File: config.mk
export PLATFORM = sky130hd
export DESIGN_NAME = sync_barrier_ctrl
export DESIGN_NICKNAME = d
export VERILOG_FILES = /design/src/rtl/sync_barrier_ctrl.sv
export SDC_FILE = /design/constraint.sdc
export NUM_CORES = 1
export LEC_CHECK = 0
export CAP_MARGIN = 20
export CORE_MARGIN = 1
export CORE_UTILIZATION = 60
export CTS_BUF_LIST = sky130_fd_sc_hd__clkbuf_4
export DETAILED_ROUTE_END_ITERATION = 8
export DONT_BUFFER_PORTS = 1
export GPL_ROUTABILITY_DRIVEN = 0
export GPL_TIMING_DRIVEN = 0
export HOLD_SLACK_MARGIN = 0.06
export PLACE_DENSITY = 0.79
export SLEW_MARGIN = 0
export SYNTH_ARGS = -nofsm -noshare
export SYNTH_HDL_FRONTEND = slang
export SYNTH_SLANG_ARGS = --single-unit
export TNS_END_PERCENT = 50
File: constraint.sdc
create_clock -name clk -period 4.5 [get_ports clk]
set_clock_uncertainty 0.05 [all_clocks]
set_input_delay 0.9 -clock clk [delete_from_list [all_inputs] [get_ports clk]]
set_output_delay 0.9 -clock clk [all_outputs]
set_load 0.02 [all_outputs]
File: src/rtl/sync_barrier_ctrl.sv
// -----------------------------------------------------------------------------
// sync_barrier_ctrl
//   Central sync-barrier responder. Collects rising-edge barrier requests from
//   the participating cores, checks that they all carry the same barrier ID,
//   and releases every participant together with a one-cycle sync_enable.
//
// Ports
//   clk              system clock, rising edge
//   reset            asynchronous active-low reset
//   sync_barrier_in  per-core barrier IDs, core i at [i*W +: W]
//   sync_req_in      per-core request level (rising edge = arrival)
//   cfg_mask         participant mask (sampled while idle)
//   cfg_timeout      wait-cycle limit, 0 = no timeout
//   err_clear        clears error flags, leaves the error state
//   sync_enable      release pulse to the cores
//   barrier_id_out   ID of the current / last barrier
//   arrived          arrival bitmap of the current barrier
//   busy             barrier in progress (waiting or releasing)
//   err_timeout      sticky timeout error
//   err_id_mismatch  sticky barrier-ID mismatch error
//   barrier_count    completed barriers, wraps
// -----------------------------------------------------------------------------
module sync_barrier_ctrl #(
    parameter int N_CORES            = 4,
    parameter int SYNC_BARRIER_WIDTH = 8,
    parameter int TIMEOUT_WIDTH      = 16,
    parameter int COUNT_WIDTH        = 16
) (
    input  logic                                  clk,
    input  logic                                  reset,
    input  logic [N_CORES*SYNC_BARRIER_WIDTH-1:0] sync_barrier_in,
    input  logic [N_CORES-1:0]                    sync_req_in,
    input  logic [N_CORES-1:0]                    cfg_mask,
    input  logic [TIMEOUT_WIDTH-1:0]              cfg_timeout,
    input  logic                                  err_clear,
    output logic [N_CORES-1:0]                    sync_enable,
    output logic [SYNC_BARRIER_WIDTH-1:0]         barrier_id_out,
    output logic [N_CORES-1:0]                    arrived,
    output logic                                  busy,
    output logic                                  err_timeout,
    output logic                                  err_id_mismatch,
    output logic [COUNT_WIDTH-1:0]                barrier_count
);

    typedef enum logic [1:0] {
        S_IDLE    = 2'd0,
        S_WAIT    = 2'd1,
        S_RELEASE = 2'd2,
        S_ERROR   = 2'd3
    } state_t;

    state_t                          state_q;
    logic [N_CORES-1:0]              req_q;
    logic [N_CORES-1:0]              mask_q;
    logic [N_CORES-1:0]              arrived_q;
    logic [N_CORES-1:0]              sync_en_q;
    logic [SYNC_BARRIER_WIDTH-1:0]   bid_q;
    logic [TIMEOUT_WIDTH-1:0]        tcnt_q;
    logic [COUNT_WIDTH-1:0]          count_q;
    logic                            err_tmo_q;
    logic                            err_id_q;

    logic [SYNC_BARRIER_WIDTH-1:0]   core_id [N_CORES];
    logic [N_CORES-1:0]              rise;
    logic [N_CORES-1:0]              mask_eff;
    logic [N_CORES-1:0]              valid_rise;
    logic [N_CORES-1:0]              new_rise;
    logic [SYNC_BARRIER_WIDTH-1:0]   first_id;
    logic                            idle_mismatch;
    logic                            wait_mismatch;
    logic                            wait_done;
    logic                            tmo_hit;

    genvar g;
    generate
        for (g = 0; g < N_CORES; g++) begin : g_id
            assign core_id[g] = sync_barrier_in[g*SYNC_BARRIER_WIDTH +: SYNC_BARRIER_WIDTH];
        end
    endgenerate

    // While idle the mask register is being reloaded every cycle, so the
    // live cfg_mask is the mask that applies to an arrival in that cycle (and
    // is exactly what gets frozen into mask_q on the same edge). This also
    // lets a request that is already high out of reset count as an arrival.
    assign rise       = sync_req_in & ~req_q;
    assign mask_eff   = (state_q == S_IDLE) ? cfg_mask : mask_q;
    assign valid_rise = rise & mask_eff;
    // Repeat rises from cores that already arrived carry no information.
    assign new_rise   = valid_rise & ~arrived_q;
    assign wait_done  = ((arrived_q | valid_rise) == mask_q);
    assign tmo_hit    = (cfg_timeout != '0) &&
                        (tcnt_q == cfg_timeout - TIMEOUT_WIDTH'(1));

    always_comb begin
        // ID of the lowest-index valid riser names the barrier.
        first_id = '0;
        for (int i = N_CORES - 1; i >= 0; i--) begin
            if (valid_rise[i]) first_id = core_id[i];
        end
        idle_mismatch = 1'b0;
        wait_mismatch = 1'b0;
        for (int i = 0; i < N_CORES; i++) begin
            if (valid_rise[i] && core_id[i] != first_id) idle_mismatch = 1'b1;
            if (new_rise[i] && core_id[i] != bid_q)      wait_mismatch = 1'b1;
        end
    end

    always_ff @(posedge clk or negedge reset) begin
        if (!reset) begin
            state_q   <= S_IDLE;
            req_q     <= '0;
            mask_q    <= '0;
            arrived_q <= '0;
            sync_en_q <= '0;
            bid_q     <= '0;
            tcnt_q    <= '0;
            count_q   <= '0;
            err_tmo_q <= 1'b0;
            err_id_q  <= 1'b0;
        end else begin
            req_q     <= sync_req_in;
            sync_en_q <= '0;
            // A flag set in the same cycle below takes precedence over the clear.
            if (err_clear) begin
                err_tmo_q <= 1'b0;
                err_id_q  <= 1'b0;
            end
            case (state_q)
                S_IDLE: begin
                    mask_q <= cfg_mask;
                    if (valid_rise != '0) begin
                        bid_q     <= first_id;
                        arrived_q <= valid_rise;
                        tcnt_q    <= '0;
                        if (idle_mismatch) begin
                            err_id_q <= 1'b1;
                            state_q  <= S_ERROR;
                        end else if (valid_rise == cfg_mask) begin
                            sync_en_q <= cfg_mask;
                            state_q   <= S_RELEASE;
                        end else begin
                            state_q <= S_WAIT;
                        end
                    end
                end
                S_WAIT: begin
                    arrived_q <= arrived_q | valid_rise;
                    if (tcnt_q != '1) tcnt_q <= tcnt_q + TIMEOUT_WIDTH'(1);
                    // Priority: mismatch, then completion, then timeout.
                    if (wait_mismatch) begin
                        err_id_q <= 1'b1;
                        state_q  <= S_ERROR;
                    end else if (wait_done) begin
                        sync_en_q <= mask_q;
                        state_q   <= S_RELEASE;
                    end else if (tmo_hit) begin
                        err_tmo_q <= 1'b1;
                        state_q   <= S_ERROR;
                    end
                end
                S_RELEASE: begin
                    count_q   <= count_q + COUNT_WIDTH'(1);
                    arrived_q <= '0;
                    state_q   <= S_IDLE;
                end
                S_ERROR: begin
                    // arrived / barrier ID are held for debug until cleared.
                    if (err_clear) begin
                        arrived_q <= '0;
                        state_q   <= S_IDLE;
                    end
                end
                default: state_q <= S_IDLE;
            endcase
        end
    end

    assign sync_enable     = sync_en_q;
    assign barrier_id_out  = bid_q;
    assign arrived         = arrived_q;
    assign busy            = (state_q == S_WAIT) || (state_q == S_RELEASE);
    assign err_timeout     = err_tmo_q;
    assign err_id_mismatch = err_id_q;
    assign barrier_count   = count_q;

endmodule

==> out/qor.csv, run 1 <==
metric;value;unit
relative slew slack;0.409;
cell taking the most area after synthesis;dfrtp_1;
mapped cell area;0.00511;mm²
run status;finished, final reports clean;
Least-Margin Pin Slew;884;ps
number of distinct library cells after synthesis;71;
final setup fails;0;
unrepaired setup endpoints after global routing;no;
syn_area_per_cell;8.50;µm²
Core ar.;0.00822;mm²
final hold violation count;0;
WP data required;4800;ps
total track usage;0.344;
Hold Buf Count CTS;0;
share of cells above drive strength 1;0.0793;
Syn Nets;668;
most frequent cells in the layout;xor2_1, dfrtp_1, nor2_1;
row cnt;33;
die span in x;94.3;µm
ANT cells;0;
drt total wl;14800;µm
vias in the first global route;4933;
grt ovf;0;
dpl hpwl;11200;µm
largest family of logic cells by synthesized area;compound AO/OA/AOI/OAI gates;
Area Overhead vs Synth;5.82;%
clock latency on the worst-skew pair;420;ps
WS Path Type;reg -> reg;
share of the synthesized area in the top cell type;0.294;
Critical Path AT;4240;ps
num ports;94;
Antenna Nets Post-Route;0;
met1 WL;5520;µm
setup bufs post-CTS;0;
global-route wire length before repair;23600;µm
mux share of post-synthesis cell area;0.0345;
PD cells;498;mW/mm²
initial antenna violation count;0;
post-synthesis sequential area ratio;0.294;
CP Max Fanout;10;
DR WL met2;7020;µm
CTS buffer count;9;
final period utilization;0.876;
post-CTS sizing;0;
post-synthesis compound-gate area fraction;0.223;
root buf cell;clkbuf_4;
CTS Sinks;60;
First-pass DRT Iterations;7;
# H-tree levels;3;
Via density;6.92;
fmax;254;MHz
Area contributors post-synth;dfrtp_1, xor2_1, xnor2_1;
xor/xnor share of the synthesized area;0.161;
Post-synth EDFFs;0;
Fillers;712;
Post-Synth Adder-Cell Area;0.0171;
DRT iter0 DRCs;503;
synth warn;0;
Final #Nets;679;
asr flop ratio synth;1.00;
Simple-Gate Fraction of Synth Area;0.216;
Final min period;3940;ps
initial cell density of the core;0.623;
buffers added on ports;0;
die area;0.00890;mm²
Synth Flop Type;dfrtp_1;
final core utilization;0.659;
final instance area;0.00541;mm²
largest net degree at the start of global routing;61;
worst min path class;in -> async;
#FFs+latches synth;60;
Die Y;94.3;µm
maximum buffer depth of the clock tree;2;
Leak;0.00209;µW
worst vdd ir;0.000303;V
vias;5001;
CTS clk-pin slew, worst paths;130;ps
Max-cap violations;0;
wire length on met3;1490;µm
critical path capture point type;flop;
max-slew violation count;0;
TNS Setup;0;ps
CTS tree;done;
Critical Path Start Type;flop;
Syn Inst Count;602;
Area after DPL;0.00525;mm²
# DRC;0;
post-detailed-route wirelength per cell;20.4;µm
top sig layer;met4;
-- per-stage QoR --
stage	cells	worst slack [ps]	power, µW	hold WS, ps
floorplan	602	1270	1910	454
global placement	707	763	2180	498
detailed placement	707	704	2220	501
CTS	723	684	2680	80.3
global route	723	448	2860	62.3
finish	723	559	2700	113
-- synthesized netlist by cell type, types with 10 or more instances --
library cell  number
nor3_1            20
nand2_1           34
nor4_1            11
nor2_1            44
clkbuf_1          31
nand3_1           21
a21oi_1           35
nand2b_1          10
xnor2_1           34
xor2_1            60
nand4_1           16
mux2i_1           12
or3_1             11
a211oi_1          11
inv_1             24
dfrtp_1           60
o21ai_0           12
-- flip-flops by register name, summed over array words and instances, names as in the netlist --
| signal | cells |
|---|---|
| state_q | 2 |
| err_id_mismatch | 1 |
| arrived | 4 |
| barrier_id_out | 8 |
| sync_enable | 4 |
| barrier_count | 16 |
| tcnt_q | 16 |
| err_timeout | 1 |
| mask_q | 4 |
| req_q | 4 |
-- critical path: stages (launching register included) --
cell	delay, ps
dfrtp_1	440
inv_1	100
ha_1	160
buf_6	160
mux2i_4	440
inv_4	140
a211oi_2	610
nor4b_1	160
a2111oi_2	350
o2111ai_1	230
o31a_1	410
nor3_2	390
a32o_1	240
-- path summary, 6_finish.rpt --
path | from | to | slack (ps) | cells after the start
max reg2reg | state_q[0] | sync_enable[2] | 560 | 12
min | reset | barrier_count[8] | 110 | 0
max in group asynchronous | reset | barrier_count[5] | 4160 | 0
min in group clk | sync_req_in[1] | req_q[1] | 460 | 0
min reg2reg | mask_q[1] | sync_enable[1] | 530 | 1
max | state_q[0] | sync_enable[2] | 560 | 12
-- cell families (layout without fill, tap and decap cells) --
logic type	after synthesis	count (layout)
flops	60	60
fa+ha+maj	7	7
xor+xnor	94	94
mux	15	15
buf+inv	67	83
simple gates	207	207
compound gates	152	152
-- cell type report --
| class | count | area [µm²] | area share |
|---|---|---|---|
| Multi-Input combinational cell | 475 | 3330 | 0.615 |
| Sequential cell | 60 | 1500 | 0.277 |
| Buffer | 40 | 181 | 0.0335 |
| Tap cell | 105 | 131 | 0.0243 |
| Inverter | 27 | 104 | 0.0192 |
| Clock inverter | 7 | 98.8 | 0.0183 |
| Clock buffer | 9 | 67.6 | 0.0125 |
-- power breakdown --
part / leakage, µW / internal (µW) / switching, µW / total, µW
clock network: 0.0000865 / 228 / 223 / 451
registers: 0.000783 / 663 / 240 / 903
logic: 0.00122 / 503 / 841 / 1340
-- per-layer routing --
metal	vias to the layer above	GRT usage
li1	2247	-
met1	2345	0.397
met2	325	0.575
met3	84	0.0862
met4	0	0.204
met5	-	0
No activity file was read; power rests on OpenSTA's default activity.
==> run 2: changes to the inputs <==
--- a/config.mk
+++ b/config.mk
@@ -6,7 +6,6 @@
 export NUM_CORES = 1
 export LEC_CHECK = 0
 export CAP_MARGIN = 20
-export CORE_MARGIN = 1
 export CORE_UTILIZATION = 60
 export CTS_BUF_LIST = sky130_fd_sc_hd__clkbuf_4
 export DETAILED_ROUTE_END_ITERATION = 8
==> results of run 2 <==
No change in the layout: final DEF, timing and power equal those of run 1.
